==> src/rtl/serial_tx_sched.sv <==
// Round-robin scheduler that shares one serial TX link among NUM_REQ requesters.
// Per packet: grant, stream words into the TX FIFO, strobe the word count, await ack or timeout.
module serial_tx_sched #(
  parameter int NUM_REQ     = 4,
  parameter int DATA_WIDTH  = 32,
  parameter int CMD_NUM_WID = 6,
  parameter int ACK_TIMEOUT = 4096
) (
  input  logic                           clk_i,
  input  logic                           rst_i,
  input  logic [NUM_REQ-1:0]             req_i,
  input  logic [NUM_REQ*CMD_NUM_WID-1:0] req_num_i,
  input  logic [NUM_REQ*DATA_WIDTH-1:0]  req_data_i,
  input  logic [NUM_REQ-1:0]             req_vld_i,
  output logic [NUM_REQ-1:0]             req_rdy_o,
  output logic [NUM_REQ-1:0]             req_done_o,
  output logic [NUM_REQ-1:0]             req_err_o,
  output logic                           tx_valid_o,
  output logic [DATA_WIDTH-1:0]          tx_data_o,
  output logic                           tx_data_num_en_o,
  output logic [CMD_NUM_WID-1:0]         tx_data_num_o,
  input  logic                           tx_ack_i,
  output logic                           busy_o
);

  localparam int IW = (NUM_REQ > 1) ? $clog2(NUM_REQ) : 1;
  localparam int TW = (ACK_TIMEOUT > 1) ? $clog2(ACK_TIMEOUT) : 1;

  typedef enum logic [2:0] {
    ST_IDLE,
    ST_LOAD,
    ST_KICK,
    ST_WAIT_ACK,
    ST_DONE,
    ST_ERR
  } state_t;

  state_t                 state;
  logic [IW-1:0]          rr_ptr;
  logic [IW-1:0]          grant;
  logic [IW-1:0]          arb_idx;
  logic                   arb_hit;
  logic [CMD_NUM_WID-1:0] num_q;
  logic [CMD_NUM_WID-1:0] word_cnt;
  logic [TW-1:0]          to_cnt;
  logic [NUM_REQ-1:0]     grant_oh;
  logic                   hs;

  // First pending request at or after rr_ptr, wrapping modulo NUM_REQ.
  always_comb begin
    int unsigned k;
    k       = 0;
    arb_hit = 1'b0;
    arb_idx = '0;
    for (int unsigned i = 0; i < NUM_REQ; i++) begin
      k = 32'(rr_ptr) + i;
      if (k >= NUM_REQ) k = k - NUM_REQ;
      if (!arb_hit && req_i[k]) begin
        arb_hit = 1'b1;
        arb_idx = IW'(k);
      end
    end
  end

  always_comb begin
    grant_oh        = '0;
    grant_oh[grant] = 1'b1;
  end

  assign req_rdy_o = (state == ST_LOAD) ? grant_oh : '0;
  assign hs        = (state == ST_LOAD) && req_vld_i[grant];
  assign busy_o    = (state != ST_IDLE);

  always_ff @(posedge clk_i) begin
    if (rst_i) begin
      state            <= ST_IDLE;
      rr_ptr           <= '0;
      grant            <= '0;
      num_q            <= '0;
      word_cnt         <= '0;
      to_cnt           <= '0;
      req_done_o       <= '0;
      req_err_o        <= '0;
      tx_valid_o       <= 1'b0;
      tx_data_o        <= '0;
      tx_data_num_en_o <= 1'b0;
      tx_data_num_o    <= '0;
    end else begin
      tx_valid_o       <= 1'b0;
      tx_data_num_en_o <= 1'b0;
      req_done_o       <= '0;
      req_err_o        <= '0;
      case (state)
        ST_IDLE: begin
          if (arb_hit) begin
            grant    <= arb_idx;
            num_q    <= req_num_i[arb_idx*CMD_NUM_WID +: CMD_NUM_WID];
            word_cnt <= '0;
            state    <= ST_LOAD;
          end
        end
        ST_LOAD: begin
          if (hs) begin
            tx_valid_o <= 1'b1;
            tx_data_o  <= req_data_i[grant*DATA_WIDTH +: DATA_WIDTH];
            if (word_cnt == num_q) begin
              word_cnt <= '0;
              state    <= ST_KICK;
            end else begin
              word_cnt <= word_cnt + 1'b1;
            end
          end
        end
        ST_KICK: begin
          tx_data_num_en_o <= 1'b1;
          tx_data_num_o    <= num_q;
          to_cnt           <= '0;
          state            <= ST_WAIT_ACK;
        end
        ST_WAIT_ACK: begin
          // Ack takes precedence over a timeout landing in the same cycle.
          if (tx_ack_i) begin
            req_done_o <= grant_oh;
            state      <= ST_DONE;
          end else if (to_cnt == TW'(ACK_TIMEOUT - 1)) begin
            req_err_o <= grant_oh;
            state     <= ST_ERR;
          end else begin
            to_cnt <= to_cnt + 1'b1;
          end
        end
        ST_DONE, ST_ERR: begin
          rr_ptr <= (grant == IW'(NUM_REQ - 1)) ? '0 : grant + 1'b1;
          state  <= ST_IDLE;
        end
        default: state <= ST_IDLE;
      endcase
    end
  end

endmodule

==> config.mk <==
export PLATFORM = sky130hd
export DESIGN_NAME = serial_tx_sched
export DESIGN_NICKNAME = d
export VERILOG_FILES = /design/src/rtl/serial_tx_sched.sv
export SDC_FILE = /design/constraint.sdc
export NUM_CORES = 1
export LEC_CHECK = 0
export ABC_AREA = 1
export CAP_MARGIN = 20
export CORE_MARGIN = 4
export CORE_UTILIZATION = 45
export DETAILED_ROUTE_END_ITERATION = 10
export GPL_ROUTABILITY_DRIVEN = 0
export PLACE_DENSITY = 0.87
export SYNTH_ARGS = -nofsm -noshare
export SYNTH_HDL_FRONTEND = slang
export SYNTH_SLANG_ARGS = --single-unit
==> constraint.sdc <==
create_clock -name clk_i -period 3.2 [get_ports clk_i]
set_clock_uncertainty 0.15 [all_clocks]
set_input_delay 0.48 -clock clk_i [delete_from_list [all_inputs] [get_ports clk_i]]
set_output_delay 0.48 -clock clk_i [all_outputs]
set_load 0.05 [all_outputs]
==> run_results.csv <==
group,metric,value,unit
yosys,syn_area,4610,sq um
yosys,synthCells,723,
place,dpl_cell_area,6840,sq um
cells_and_area,syn_to_final_growth,52.3,%
routing,drtIter0Drc,232,
timing,finalCritPeriodShare,0.893,
floorplanning,die_y,109,um
pwr,p_per_area,786,nW/um^2
yosys,ys_ff_latch,79,
cells_and_area,design_area,7020,sq um
routing,firstDrtPassIters,5,
floorplanning,die_area,11900,sq um
routing,vias,5447,
cells_and_area,final_common_cell,"clkdlybuf4s50_1",
clocking,cts_sinks,79,
min_path,min_path_type,"flip-flop to flip-flop",
critical_path,cpMaxStageDelayCell,"dfxtp_2",
clocking,cts_hold_buf,0,
clocking,htree_levels,3,
critical_path,start_kind,"flip-flop",
routing,drc_errors,0,
yosys,seq_area_frac_synth,0.343,
floorplanning,dieWidth,109,um
yosys,synth-xor-area-share,0.00761,
timing,fmax,350,MHz
clocking,path_clk_slew,90,ps
critical_path,worstPathRequired,2570,ps
pwr,leakagePower,2.97,nW
clocking,cts_resized,0,
routing,met3WireLength,1470,um
timing,worst_pin_slew,620,ps
timing,min_period,2860,ps
yosys,synth.area.mux_share,0,
clocking,cts_root_buf,"clkbuf_8",
place,dp.final_hpwl,11900,um
yosys,syn_avg_cell_area,6.37,sq um
floorplanning,rows,36,
clocking,cts_tree,"built",
place,port_buffers,215,
critical_path,arrival,2230,ps
floorplanning,initial_core_util,0.467,
routing,wl_met2,7450,um
clocking,numCtsBuffers,9,
critical_path,cp_cell_sequence,"inv_2 -> buf_4 -> ha_1 -> inv_1 -> nor2_1 -> buf_12",
critical_path,slowest_delay,510,ps
yosys,synth.area.top_cells,"dfxtp_1 34%, nor2_1 15%, o21ai_0 12%, nand2_1 8.6%, inv_1 5.0%",
global_route,grt_max_degree,66,
critical_path,crit_type,"flip-flop to output pin",
routing,ant_nets,0,
cells_and_area,drive_gt1_frac,0.0658,
timing,finalHoldViolCount,0,
cells_and_area,fill_cells,823,
critical_path,critPathCaptureType,"output pin",
yosys,synth_compound_area_frac,0.200,
cells_and_area,final_util,0.711,
pwr,irDropWorstVdd,0.540,mV
cells_and_area,antenna_cells,0,
global_route,overflow,0,
timing,fin_setup_tns,0,ps
routing,post_drt_wl_per_cell,14.8,um
global_route,grt_usage,0.256,
global_route,grt_pass1_vias,5029,
yosys,synth_adder_area_share,0.0163,
yosys,syn-num-nets,892,
routing,met1_length,6190,um
yosys,synth-simple-area-share,0.340,
cells_and_area,mostFrequentLayoutCells,"211 x clkdlybuf4s50_1, 181 x nor2_1, 112 x o21ai_0, 106 x nand2_1, 78 x dfxtp_1",
flow_run,max_cap_violations,0,
timing,setup_viol_count_final,0,
yosys,ys_warn_count,0,
yosys,synth_top_area_cell,"dfxtp_1",
cells_and_area,final_nets,1091,
outcome,status,"finished clean",
clocking,clock_path_buffers,2,
clocking,clk-insertion-delay-late,360,ps
global_route,grt_pass1_wl,24000,um
yosys,synth_top_family_by_area,"simple AND/OR/NAND/NOR gates",
floorplanning,io_pins,216,
clocking,post_cts_buffers,0,
routing,viasPerCell,5.14,
timing,rsz0062_at_grt,"no",
floorplanning,coreArea,9860,sq um
global_route,antenna_found_initial,0,
timing,relSlewSlack,0.586,
yosys,synthDominantCellAreaShare,0.343,
routing,dr.max_layer_used,"met4",
timing,slew_violations,0,
critical_path,crit_fanout,65,
yosys,synth_cell_types,36,
routing,wl,15700,um
## cells in the mapped netlist, drive strengths merged
library cell / n
nor2: 187
nand2: 118
o21ai: 113
dfxtp: 79
inv: 68
nand3: 32
o22ai: 32
clkbuf: 30
a21oi: 21
nand4: 12
ha: 6
buf: 5
nor3: 5
xor2: 4
a211oi: 3
nor4: 3
clkinv: 1
nand3b: 1
nor3b: 1
o21bai: 1
o22a: 1
## final timing paths
kind	startpoint	endpoint	slack (ps)	cells past startpoint
hold reg to reg	tx_data_num_o[1]$_SDFFE_PP0P_	tx_data_num_o[1]$_SDFFE_PP0P_	310	2
setup reg to reg	to_cnt[0]$_SDFFE_PP0P_	to_cnt[7]$_SDFFE_PP0P_	880	12
setup / recovery	grant[0]$_SDFFE_PP0P_	req_rdy_o[2]	340	6
hold / removal	tx_data_num_o[1]$_SDFFE_PP0P_	tx_data_num_o[1]$_SDFFE_PP0P_	310	2
## registers in the layout, indices dropped and copies added, names as in the netlist
register	cells
state	3
tx_data_num_en_o	1
tx_data_o	32
rr_ptr	2
num_q	6
grant	2
word_cnt	6
to_cnt	12
tx_valid_o	1
req_err_o	4
req_done_o	4
tx_data_num_o	6
## through the flow
step           std cells  hold slack [ps]  worst slack [ps]  power, mW
6_report            1060              313               342       5.52
5_1_grt             1060              340               184       5.90
4_1_cts             1060              318               321       5.52
3_5_place_dp        1044              294               628       4.82
3_3_place_gp        1044              290               697       4.79
2_1_floorplan        723              292               660       3.74
## final cells by class
type | instances | area, sq um | share of cell area
clock buffers | 9 | 124 | 0.0177
repair buffers | 223 | 2210 | 0.316
clock inverters | 7 | 55.1 | 0.00785
inverters | 69 | 275 | 0.0392
multi-input cells | 540 | 2600 | 0.370
well taps | 133 | 166 | 0.0237
flip-flops and latches | 79 | 1580 | 0.226
## power by group
part	leakage, nW	switching, mW	total, mW	internal, mW
Combinational	2.23	2.23	3.37	1.13
Sequential	0.644	0.203	1.45	1.25
Clock	0.0866	0.405	0.695	0.290
Total	2.97	2.84	5.52	2.67
## kinds of logic after synthesis
family,count (synthesis)
fa+ha+maj,6
compound gates,171
xor+xnor,4
flops,79
buf+inv,104
simple gates,359
## metal layers
metal	GRT usage	up-vias
li1	-	2757
met1	0.295	2420
met2	0.430	235
met3	0.0924	35
met4	0.100	0
met5	0	-
## critical path, delay by kind of cell (launching register included)
kind	cells	cell delay [ps]
flops	1	510
simple gates	1	190
fa+ha+maj	1	240
buf+inv	4	900
Power figures use the tool's default switching activity.
